**src/rtl/cache_miss_controller_pkg.sv**
```systemverilog
// rtl/cache_miss_controller_pkg.sv - shared geometry and state encoding for the cache miss controller
package cache_miss_controller_pkg;

    localparam int NUM_WAYS  = 4;
    localparam int WAY_W     = $clog2(NUM_WAYS);
    localparam int NUM_SETS  = 32;
    localparam int SET_W     = $clog2(NUM_SETS);
    localparam int INDEX_LSB = 5;
    localparam int ADDR_W    = 32;
    localparam int DATA_W    = 32;

    typedef enum logic [2:0] {
        ST_IDLE     = 3'd0,
        ST_LOOKUP   = 3'd1,
        ST_CWRITE   = 3'd2,
        ST_MEM_REQ  = 3'd3,
        ST_MEM_WAIT = 3'd4,
        ST_FILL     = 3'd5,
        ST_RESP     = 3'd6
    } state_t;

endpackage

```
**src/rtl/cache_miss_controller_replacer.sv**
```systemverilog
// rtl/cache_miss_controller_replacer.sv - per-set round-robin victim pointers
module cache_miss_controller_replacer
    import cache_miss_controller_pkg::*;
(
    input  logic             clk,
    input  logic             reset,
    input  logic [SET_W-1:0] set_idx,
    input  logic             advance,
    output logic [WAY_W-1:0] way
);

    logic [WAY_W-1:0] ptr [NUM_SETS];

    assign way = ptr[set_idx];

    always_ff @(posedge clk) begin
        if (reset) begin
            for (int i = 0; i < NUM_SETS; i++) begin
                ptr[i] <= '0;
            end
        end else if (advance) begin
            ptr[set_idx] <= (ptr[set_idx] == WAY_W'(NUM_WAYS - 1)) ? '0 : ptr[set_idx] + 1'b1;
        end
    end

endmodule

```
**src/rtl/cache_miss_controller.sv**
```systemverilog
// rtl/cache_miss_controller.sv - CPU request sequencer with miss refill and write-through stores
module cache_miss_controller
    import cache_miss_controller_pkg::*;
(
    input  logic              clk,
    input  logic              reset,
    input  logic              cpu_req_valid,
    output logic              cpu_req_ready,
    input  logic              cpu_req_we,
    input  logic [ADDR_W-1:0] cpu_req_addr,
    input  logic [DATA_W-1:0] cpu_req_wdata,
    output logic              cpu_resp_valid,
    output logic [DATA_W-1:0] cpu_resp_rdata,
    output logic              cache_read,
    output logic              cache_write,
    output logic [ADDR_W-1:0] cache_address,
    output logic [DATA_W-1:0] cache_write_data,
    output logic [WAY_W-1:0]  cache_replace_way,
    input  logic [DATA_W-1:0] cache_read_data,
    input  logic              cache_hit,
    output logic              mem_req_valid,
    input  logic              mem_req_ready,
    output logic              mem_req_we,
    output logic [ADDR_W-1:0] mem_req_addr,
    output logic [DATA_W-1:0] mem_req_wdata,
    input  logic              mem_resp_valid,
    input  logic [DATA_W-1:0] mem_resp_rdata
);

    state_t            state;
    state_t            state_next;
    logic              we_q;
    logic              hit_q;
    logic [ADDR_W-1:0] addr_q;
    logic [DATA_W-1:0] wdata_q;
    logic [DATA_W-1:0] fetched_q;
    logic [DATA_W-1:0] resp_rdata_q;
    logic [SET_W-1:0]  set_idx;
    logic              rr_advance;
    logic [WAY_W-1:0]  rr_way;

    assign set_idx        = addr_q[INDEX_LSB +: SET_W];
    assign cache_address  = addr_q;
    assign cpu_resp_rdata = resp_rdata_q;

    cache_miss_controller_replacer u_replacer (
        .clk     (clk),
        .reset   (reset),
        .set_idx (set_idx),
        .advance (rr_advance),
        .way     (rr_way)
    );

    // resp_rdata_q is only loaded on the transition into RESP so it holds between responses
    always_ff @(posedge clk) begin
        if (reset) begin
            state        <= ST_IDLE;
            we_q         <= 1'b0;
            hit_q        <= 1'b0;
            addr_q       <= '0;
            wdata_q      <= '0;
            fetched_q    <= '0;
            resp_rdata_q <= '0;
        end else begin
            state <= state_next;
            case (state)
                ST_IDLE: begin
                    if (cpu_req_valid) begin
                        we_q    <= cpu_req_we;
                        addr_q  <= cpu_req_addr;
                        wdata_q <= cpu_req_wdata;
                    end
                end
                ST_LOOKUP: begin
                    hit_q <= cache_hit;
                    if (!we_q && cache_hit) begin
                        resp_rdata_q <= cache_read_data;
                    end
                end
                ST_MEM_WAIT: begin
                    if (mem_resp_valid) begin
                        if (we_q) begin
                            resp_rdata_q <= '0;
                        end else begin
                            fetched_q <= mem_resp_rdata;
                        end
                    end
                end
                ST_FILL: resp_rdata_q <= fetched_q;
                default: ;
            endcase
        end
    end

    always_comb begin
        state_next        = state;
        cpu_req_ready     = 1'b0;
        cpu_resp_valid    = 1'b0;
        cache_read        = 1'b0;
        cache_write       = 1'b0;
        cache_write_data  = '0;
        cache_replace_way = '0;
        mem_req_valid     = 1'b0;
        mem_req_we        = 1'b0;
        mem_req_addr      = '0;
        mem_req_wdata     = '0;
        rr_advance        = 1'b0;
        case (state)
            ST_IDLE: begin
                cpu_req_ready = 1'b1;
                if (cpu_req_valid) state_next = ST_LOOKUP;
            end
            ST_LOOKUP: begin
                cache_read = 1'b1;
                if (we_q)           state_next = ST_CWRITE;
                else if (cache_hit) state_next = ST_RESP;
                else                state_next = ST_MEM_REQ;
            end
            ST_CWRITE: begin
                // write-allocate: a store miss claims the victim way and moves the pointer on
                cache_write       = 1'b1;
                cache_write_data  = wdata_q;
                cache_replace_way = rr_way;
                rr_advance        = !hit_q;
                state_next        = ST_MEM_REQ;
            end
            ST_MEM_REQ: begin
                mem_req_valid = 1'b1;
                mem_req_we    = we_q;
                mem_req_addr  = addr_q;
                mem_req_wdata = we_q ? wdata_q : '0;
                if (mem_req_ready) state_next = ST_MEM_WAIT;
            end
            ST_MEM_WAIT: begin
                if (mem_resp_valid) state_next = we_q ? ST_RESP : ST_FILL;
            end
            ST_FILL: begin
                cache_write       = 1'b1;
                cache_write_data  = fetched_q;
                cache_replace_way = rr_way;
                rr_advance        = 1'b1;
                state_next        = ST_RESP;
            end
            ST_RESP: begin
                cpu_resp_valid = 1'b1;
                state_next     = ST_IDLE;
            end
            default: state_next = ST_IDLE;
        endcase
    end

endmodule

```
**config.mk**
```make
export PLATFORM = sky130hd
export DESIGN_NAME = cache_miss_controller
export DESIGN_NICKNAME = d
export VERILOG_FILES = /design/src/rtl/cache_miss_controller_pkg.sv /design/src/rtl/cache_miss_controller_replacer.sv /design/src/rtl/cache_miss_controller.sv
export SDC_FILE = /design/constraint.sdc
export NUM_CORES = 1
export LEC_CHECK = 0
export ABC_CLOCK_PERIOD_IN_PS = 4660
export BUFFER_PORTS_ARGS = -buffer_cell sky130_fd_sc_hd__buf_2
export CAP_MARGIN = 30
export CORE_UTILIZATION = 33
export CTS_BUF_LIST = sky130_fd_sc_hd__clkbuf_8
export DETAILED_ROUTE_END_ITERATION = 7
export PLACE_DENSITY = 0.65
export SKIP_LAST_GASP = 1
export SYNTH_ARGS = -nofsm -noshare
export SYNTH_HDL_FRONTEND = slang
export SYNTH_HIERARCHICAL = 1
export SYNTH_SLANG_ARGS = --single-unit
```
**constraint.sdc**
```tcl
create_clock -name clk -period 4.66 [get_ports clk]
set_input_delay 0.932 -clock clk [delete_from_list [all_inputs] [get_ports clk]]
set_output_delay 0.932 -clock clk [all_outputs]
set_load 0.02 [all_outputs]
```
==> metrics.txt, run 1 <==
Final setup viols 0; cts bufs inserted 17; most common flop cell mapped by yosys dfxtp_1; Slew Viols, Final 0; CP Max Fanout 16; DP Wirelength 21740 um; top cells by area, synth dfxtp_1 28%, edfxtp_1 20%, a21oi_1 6.9%; Syn Inst Count approximately 1100; Die Span X 172.6 um; CP startpoint cache_address[6]; Via density 5.269; die area between 20000 and 30000 um2; area share of the largest cell type after synthesis between 20% and 30%; number of buffers added on ports 302; setup_tns 0 ns; Leak Pwr 5.014 nW; vias in the first global route slightly below 9000; # DRC 0; Ys Warns 6; layout cells sized above 1 just under 30%; GRT Total Usage a little over a fifth; Fin. Hold Viols 0; routability cong. approximately 0.87; syn_nets 1205; net count reported at finish 1440; Critical Setup Path Class register to output pin; RSZ-0062 raised after global routing false; Top delay family on crit path flip-flops; global-route wire length before repair 49740 um; buffer count from post-CTS setup fixing 0; DRT Pass-1 Iters 4; fin crit share between 80 and 90%; Post-Layout Inst Area 11670 um2; status completed; cell at the slowest stage of the critical path dfxtp_1; Clk pin slew, worst setup/hold paths roughly 0.12 ns; I/O pins 303; post-synth top area cell dfxtp_1; Critical Path RT about 3.7 ns; routed vias 8999; worst-path cell chain buf_4 > mux4_2 > nor4b_1 > a31oi_1 > nand4_2 > o21a_1 > buf_2; CP arrival approximately 3 ns; Post-synth EDFFs 64; post-synthesis sequential area ratio 47.71%; drt total wl 31990 um; ys async rst share 0%; area grow syn2layout 21.49%; CTS root buf clkbuf_8; clk_skew around 0.035 ns; Worst VDD drop between 0.2 and 0.25 mV; Largest stage delay, worst path about 0.76 ns; Power Density 410.1 nW/um2; clk sinks between 150 and 200; Critical R2R Launch state[2]; DRT iter0 DRCs 710; Yosys reg bits approximately 200; Row Count 62; Initial Util approximately 33%; Hold Path Origin cache_address[18]; Worst-Margin Slew roughly 1.0 ns; core area 28700 um2; relative slew slack about a third; post-synthesis cell area 9608 um2; crit path capture type output pin; per-cell routed wire length 18.73 um; CTS H-Tree Depth 4; CTS resizes 0; worst-skew pair later-pin latency 0.49 ns; Die Y 172.6 um; pin count of the biggest net entering global routing 72; Synth top cells by count 165 x nand2_1, 133 x dfxtp_1, 132 x a21oi_1; antenna violations before repair 6; grt ovf 0; f_max 252.6 MHz; Synth cell types 52; Final Critical Period between 3 and 4 ns; CP Buf/Inv Count 2; number of routed nets with antenna violations 0; max-cap violation count 0; Startpoint Class register; hold crit path type register to register; hold buffer count at cts 0; mean post-synth cell area between 8 and 9 um2; CTS Buffer Depth 2; DP Area 11260 um2; most numerous cell in the Yosys netlist nand2_1; worst hold slack 0.4707 ns; TritonCTS clock tree yes
## worst paths after layout
check / end / slack (ns) / cells past startpoint
worst max-delay path: cache_replace_way[1] / 0.70 / 7
worst min-delay path: cache_address[18] / 0.47 / 2
worst max register to register: u_replacer/ptr[4][1] / 1.37 / 8
worst min register to register: cache_address[18] / 0.47 / 2
## metal layers
layer,global-route usage (%),vias to the layer above,wire (um)
met1,26.60,4258,13180
met4,10.45,2,1398
met5,0,-,8
li1,-,4248,-
met3,4.420,74,2244
met2,35.11,417,15150
## layout by cell type (no fill, tap or decap), types with 34 or more instances in the layout
cell / count
buf_2: 301
nand2_1: 165
a21oi_1: 132
dfxtp_1: 132
a211oi_1: 64
edfxtp_1: 64
nor2_1: 60
nand2b_1: 37
and3_1: 36
a22o_1: 35
and2_1: 34
nand3_1: 34
nor2b_1: 34
## state kept, by name (all words and copies together), names as in the netlist
register	cells
hit_q	1
cpu_resp_rdata	32
we_q	1
wdata_q	32
u_replacer/ptr	64
fetched_q	32
cache_address	32
state	3
## worst reg2reg max path, cell delays in order (launching register included)
cell and delay (ns):
dfxtp_2 1.01, nor2b_2 0.30, and2_1 0.15, a21o_1 0.09
nor2b_1 0.30, nor3b_1 0.58, buf_4 0.28, nand2_1 0.13
nand2b_1 0.17
## through the flow
step	utilization, %	total power, W	setup WS (ns)	std cells
finish	40.67	0.004786	0.7008	1708
global route	40.66	0.005047	0.4424	1707
CTS	40.61	0.004825	0.6653	1702
detailed placement	39.23	0.003702	1.212	1670
global placement	38.98	0.003661	1.253	1666
floorplan	-	0.003245	1.508	1070
## report_power, final
group / total, W / internal, W / switching, W
Clock: 0.00113 / 0.000405 / 0.000724
Sequential: 0.00216 / 0.00196 / 0.000203
Combinational: 0.00150 / 0.000506 / 0.000989
Total: 0.00479 / 0.00287 / 0.00192
## cell type report
cell class | instances | area (um2)
Multi-Input combinational cell | 761 | 4444
Sequential cell | 197 | 4586
Clock inverter | 15 | 162.7
Timing Repair Buffer | 324 | 1735
Antenna cell | 6 | 15.01
Inverter | 4 | 15.01
Fill cell | 2974 | 17030
Tap cell | 384 | 480.5
Clock buffer | 17 | 234.0
## kinds of logic (layout without fill, tap and decap cells)
| group | Yosys count | count (layout) | share of synthesized area, % |
|---|---|---|---|
| XOR/XNOR | 1 | 1 | 0.2865 |
| AND/OR/NAND/NOR | 440 | 440 | 23.31 |
| AO/OA/AOI/OAI | 291 | 291 | 18.84 |
| multiplexers | 29 | 29 | 3.633 |
| buffers and inverters | 112 | 360 | 6.212 |
| flip-flops | 197 | 197 | 47.71 |
| other | 0 | 6 | 0 |
(Power assumes the default switching activity.)
==> run 2, diff against run 1 <==
ABC_CLOCK_PERIOD_IN_PS = 3800   (was 4660)
clock period = 3.8 ns   (was 4.66 ns; I/O delays follow)
==> run 2 against run 1 <==
Net effect: core utilization rose by 0.29 points; routed wire length decreased by 0.35%; sequential power up 22%; first-iteration DRC count shrank 13%; non-clock buffer count rose by 4; cell count up 0.12%; die area unchanged; largest power group unchanged.
==> metrics.txt, run 2 (same netlist as run 1, synthesis figures left out) <==
CP arrival 2.75 ns (-0.28 ns); per-cell routed wire length 18.64 um (-0.46%); pin count of the biggest net entering global routing 84 (+17%); max-cap violation count 0 (unchanged); placed insts 1674 (+0.24%); Row Count 62 (unchanged); die area 29800 um2 (unchanged); Critical Setup Path Class register to output pin; GRT Total Usage 21.21% (-0.15 points); fill cell count 2930 (-1.5%); layout cells sized above 1 29.73% (+0.21 points); antenna violations before repair 5 (-1); Critical R2R Launch state[1]; vias in the first global route 8763 (-1.8%); RR Endpoint u_replacer/ptr[9][0]; TritonCTS clock tree yes; Via density 5.251 (-0.34%); f_max 284.6 MHz; area grow syn2layout 22.35%; number of buffers added on ports 302 (unchanged); commonest non-fill, non-tap cell in the layout buf_2; grt ovf 0 (unchanged); hold buffer count at cts 0 (unchanged); routed vias 8979 (-0.22%); Power Density 515.2 nW/um2 (+26%); flop2flop setup slack 0.81 ns (-0.56 ns); drt total wl 31870 um (-0.35%); clk sinks 197 (unchanged); net count reported at finish 1444 (+0.28%); I/O pins 303 (unchanged); Die Y 172.6 um (unchanged); Post-Layout Inst Area 11760 um2 (+0.71%); worst hold slack 0.4685 ns (-0.002170 ns); Tot Pwr 0.006056 W (+27%); CTS H-Tree Depth 4 (unchanged); Leak Pwr 5.064 nW (+1.0%); DP Wirelength 21810 um (+0.33%); global-route wire length before repair 49690 um (-0.11%); Reg2Reg Depth 9 (+1); CTS Buffer Depth 2 (unchanged); Largest register FFs 64 (unchanged); core area 28700 um2 (unchanged); non-filler cells, final 1710 (+0.12%); buffer count from post-CTS setup fixing 0 (unchanged); setup_tns 0 ns (unchanged); # DRC 0 (unchanged); relative slew slack 38.33% (+5.6 points); status completed; crit path capture type output pin; Fin. Hold Viols 0 (unchanged); Initial Util 33.47% (unchanged); hold crit path type register to register; number of routed nets with antenna violations 0 (unchanged); Seq. cell area 4586 um2 (unchanged); most used cells in the layout excluding fill and tap cells 301 x buf_2, 165 x nand2_1, 132 x a21oi_1, 132 x dfxtp_1; Startpoint Class register; Hold Path Origin cache_address[11]; Multi-input gate area 4444 um2 (unchanged); Critical Path RT 3.04 ns (-0.69 ns); CP Max Fanout 13 (-3); DRT iter0 DRCs 621 (-13%); Worst Hold Path EP cache_address[11]; most flop-heavy register u_replacer/ptr; worst-skew pair later-pin latency 0.48 ns (about the same); Min-Delay Path Depth 2 (unchanged); clk_skew 0.02736 ns (-0.007530 ns); routability cong. 0.8637 (-0.29%); fin crit share 92.47%; cts bufs inserted 17 (unchanged); CTS root buf clkbuf_8; RSZ-0062 raised after global routing false; Final Critical Period roughly 3.5 ns; DP Area 11300 um2 (+0.34%); Worst VDD drop 0.2368 mV (+3.2%); CTS resizes 0 (unchanged); Final setup viols 0 (unchanged); Die Span X 172.6 um (unchanged); Slew Viols, Final 0 (unchanged); DRT Pass-1 Iters 5 (+1); Worst-Margin Slew 0.9250 ns (-0.08326 ns); Clk pin slew, worst setup/hold paths 0.11 ns (about the same)
[run 2: report_power, final]
group          internal [W]  switching (W)  leakage, nW
Clock              0.000637       0.000892        0.227
Combinational      0.000650        0.00125         3.09
Sequential          0.00240       0.000227         1.75
Total               0.00369        0.00237         5.06
[run 2: routing by layer]
metal / GRT usage (%) / share of wire (%)
met5: 0 / 0.025
met4: 9.598 / 3.5
met3: 4.398 / 6.3
met2: 34.71 / 48
met1: 26.84 / 42
[run 2: worst max path at each step]
stage | startpoint | to | cells past startpoint
after global routing | cache_address[7] | cache_replace_way[1] | 7
after CTS | cache_address[7] | cache_replace_way[1] | 7
after global placement | cache_address[6] | u_replacer/ptr[15][1] | 7
after floorplan | cache_address[6] | cache_replace_way[0] | 7
final | cache_address[7] | cache_replace_way[1] | 7
after detailed placement | cache_address[7] | cache_replace_way[1] | 7
[run 2: area by class of cell]
cell class | instances | share of cell area, %
timing repair buffer | 328 | 15.09
inverter | 4 | 0.1277
sequential | 197 | 39.01
clock inverter | 15 | 1.799
clock buffer | 17 | 1.990
tap | 384 | 4.087
antenna | 4 | 0.08515
multi-input combinational | 761 | 37.81
[run 2: worst max-delay path: stages, from the launching register on]
cell and delay [ns]:
dfxtp_1 0.62, buf_4 0.26, nor3b_1 0.55, a22o_1 0.23
o21ai_0 0.10, nand4_2 0.18, o21a_1 0.17, buf_2 0.17
[run 2: per-stage QoR]
stage | utilization (%) | setup WS [ns]
3_5_place_dp | 39.37 | 0.7782
4_1_cts | 40.92 | 0.2277
6_report | 40.95 | 0.2860
5_1_grt | 40.95 | 0.05573
3_3_place_gp | 39.22 | 0.6577
2_1_floorplan | - | 0.8197
==> run 3, diff against run 2 <==
==> constraint.sdc (replaced) <==
create_clock -name clk -period 3.8 [get_ports clk]
set_input_delay 0.76 -clock clk [delete_from_list [all_inputs] [get_ports clk]]
set_output_delay 0.76 -clock clk [all_outputs]
set_load 0.05 [all_outputs]
==> run 3 against run 2 <==
Net effect: flip-flop and latch count stayed put; maximum frequency is 2.7% lower; core utilization is 0.14 points lower; via count is 0.60% higher; highest routed layer unchanged; power is 5.0% higher; clock power is 5% lower; critical path depth stayed put; hold slack better by 0.0018 ns.
==> metrics.txt, run 3 (same netlist as run 1, synthesis figures left out) <==
global-route wire length before repair 49710 um (about the same); Initial Util 33.47% (unchanged); Critical Path RT 3.04 ns (about the same); Power Density 542.8 nW/um2 (+5.4%); # DRC 0 (unchanged); routability cong. 0.8631 (about the same); Final Critical Period 3.612 ns (+0.09819 ns); DRT Pass-1 Iters 4 (-1); clk_skew 0.03297 ns (+0.005609 ns); Critical Setup Path Class register to output pin; DP Wirelength 21820 um (about the same); worst-skew pair later-pin latency 0.50 ns (+0.02 ns); DRT iter0 DRCs 620 (-0.16%); most used cells in the layout excluding fill and tap cells 301 x buf_2, 165 x nand2_1, 132 x a21oi_1; max-cap violation count 0 (unchanged); Die Y 172.6 um (unchanged); Top delay family on crit path compound AO/OA/AOI/OAI gates; crit path capture type output pin; CP arrival 2.85 ns (+0.10 ns); flop2flop setup slack 0.65 ns (-0.16 ns); layout cells sized above 1 29.72% (about the same); per-cell routed wire length 18.91 um (+1.4%); routed vias 9033 (+0.60%); GRT Total Usage 21.36% (+0.15 points); drt total wl 32310 um (+1.4%); CTS Buffer Depth 2 (unchanged); Slew Viols, Final 0 (unchanged); TritonCTS clock tree yes; DP Area 11280 um2 (-0.20%); antenna violations before repair 7 (+2); hold crit path type register to register; Post-Layout Inst Area 11720 um2 (-0.33%); number of buffers added on ports 302 (unchanged); die area 29800 um2 (unchanged); fill cell count 2967 (+1.3%); CTS root buf clkbuf_8; net count reported at finish 1441 (-0.21%); relative slew slack 42.79% (+4.5 points); core area 28700 um2 (unchanged); final core occ 40.82% (-0.14 points); buffer count from post-CTS setup fixing 0 (unchanged); Largest stage delay, worst path 0.64 ns (+0.02 ns); CTS H-Tree Depth 4 (unchanged); area grow syn2layout 21.94%; f_max 276.8 MHz (-2.7%); Largest register FFs 64 (unchanged); Clk pin slew, worst setup/hold paths 0.14 ns (+0.03 ns); Die Span X 172.6 um (unchanged); cts bufs inserted 17 (unchanged); status completed; Leak Pwr 5.035 nW (-0.58%); vias in the first global route 8703 (-0.68%); Fin. Hold Viols 0 (unchanged); Final setup viols 0 (unchanged); clk sinks 197 (unchanged); setup_tns 0 ns (unchanged); worst-path cell chain buf_12 > mux2_2 > a22o_1 > o21ai_0 > nand4_2 > o21a_1 > buf_2; CP Max Fanout 29 (+16); Row Count 62 (unchanged); pin count of the biggest net entering global routing 71 (-15%); Worst VDD drop 0.2782 mV (+17%); I/O pins 303 (unchanged); most flop-heavy register u_replacer/ptr; fin crit share 95.06% (+2.6 points); Startpoint Class register; grt ovf 0 (unchanged); number of routed nets with antenna violations 0 (unchanged); Via density 5.286 (+0.66%); Worst-Margin Slew 0.8569 ns (-0.06804 ns); CP Buf/Inv Count 2 (unchanged); commonest non-fill, non-tap cell in the layout buf_2; cell at the slowest stage of the critical path dfxtp_1
==> run 3: cell count changes in the layout (fill, tap and decap cells not counted), moves of 2 or more <==
cell,before,now
buf_4,22,19
bufinv_16,2,0
clkinv_8,3,5
diode_2,4,6
==> run 3: metrics by stage <==
| stage | instances | setup WS (ns) | total power [W] | hold WS [ns] |
|---|---|---|---|---|
| after floorplan | 1070 | 0.4306 | 0.004351 | 0.4451 |
| after global placement | 1669 | 0.6802 | 0.004858 | 0.4478 |
| after detailed placement | 1671 | 0.6725 | 0.004946 | 0.4557 |
| after CTS | 1703 | 0.1006 | 0.006407 | 0.4533 |
| after global routing | 1709 | -0.003197 | 0.006671 | 0.4556 |
| final | 1709 | 0.1878 | 0.006359 | 0.4703 |
==> run 3: final timing paths <==
kind	from	endpoint	depth (start not counted)
min	cache_address[11]	cache_address[11]	2
max reg2reg	cache_address[6]	u_replacer/ptr[31][1]	8
max	cache_address[6]	cache_replace_way[1]	7
min reg2reg	cache_address[11]	cache_address[11]	2
==> run 3: layout make-up <==
type | instances | area [um2] | area share (%)
diodes | 6 | 15.01 | 0.1282
clock buffers | 18 | 247.7 | 2.114
clock inverters | 14 | 175.2 | 1.495
inverters | 4 | 15.01 | 0.1282
multi-input cells | 761 | 4444 | 37.93
flip-flops and latches | 197 | 4587 | 39.15
well taps | 384 | 480.5 | 4.101
repair buffers | 325 | 1752 | 14.95
==> run 3: repair_timing <==
item | in CTS | in global routing
gates resized for setup | 0 | 1
setup endpoints to repair | 0 | 1
hold buffers | 0 | 0
==> run 3: worst reg2reg max path: cells and delay by family, from the launching register on <==
family / cells / cell delay (ns)
compound gates: 2 / 0.48
flops: 1 / 0.64
xor+xnor: 1 / 0.61
simple gates: 2 / 0.29
mux: 1 / 0.35
buf+inv: 2 / 0.50
==> run 3: metal layers <==
metal,global-route usage [%],wire length (um),vias to the layer above
met5,0,12,-
met2,35.79,15850,363
li1,-,-,4243
met1,26.17,13510,4359
met4,10.08,1086,2
met3,4.464,1846,66
==> run 3: power breakdown <==
group / internal, W / total [W] / switching, W
Combinational: 0.000644 / 0.00226 / 0.00162
Clock: 0.000531 / 0.00146 / 0.000932
Sequential: 0.00240 / 0.00264 / 0.000233
Total: 0.00358 / 0.00636 / 0.00278
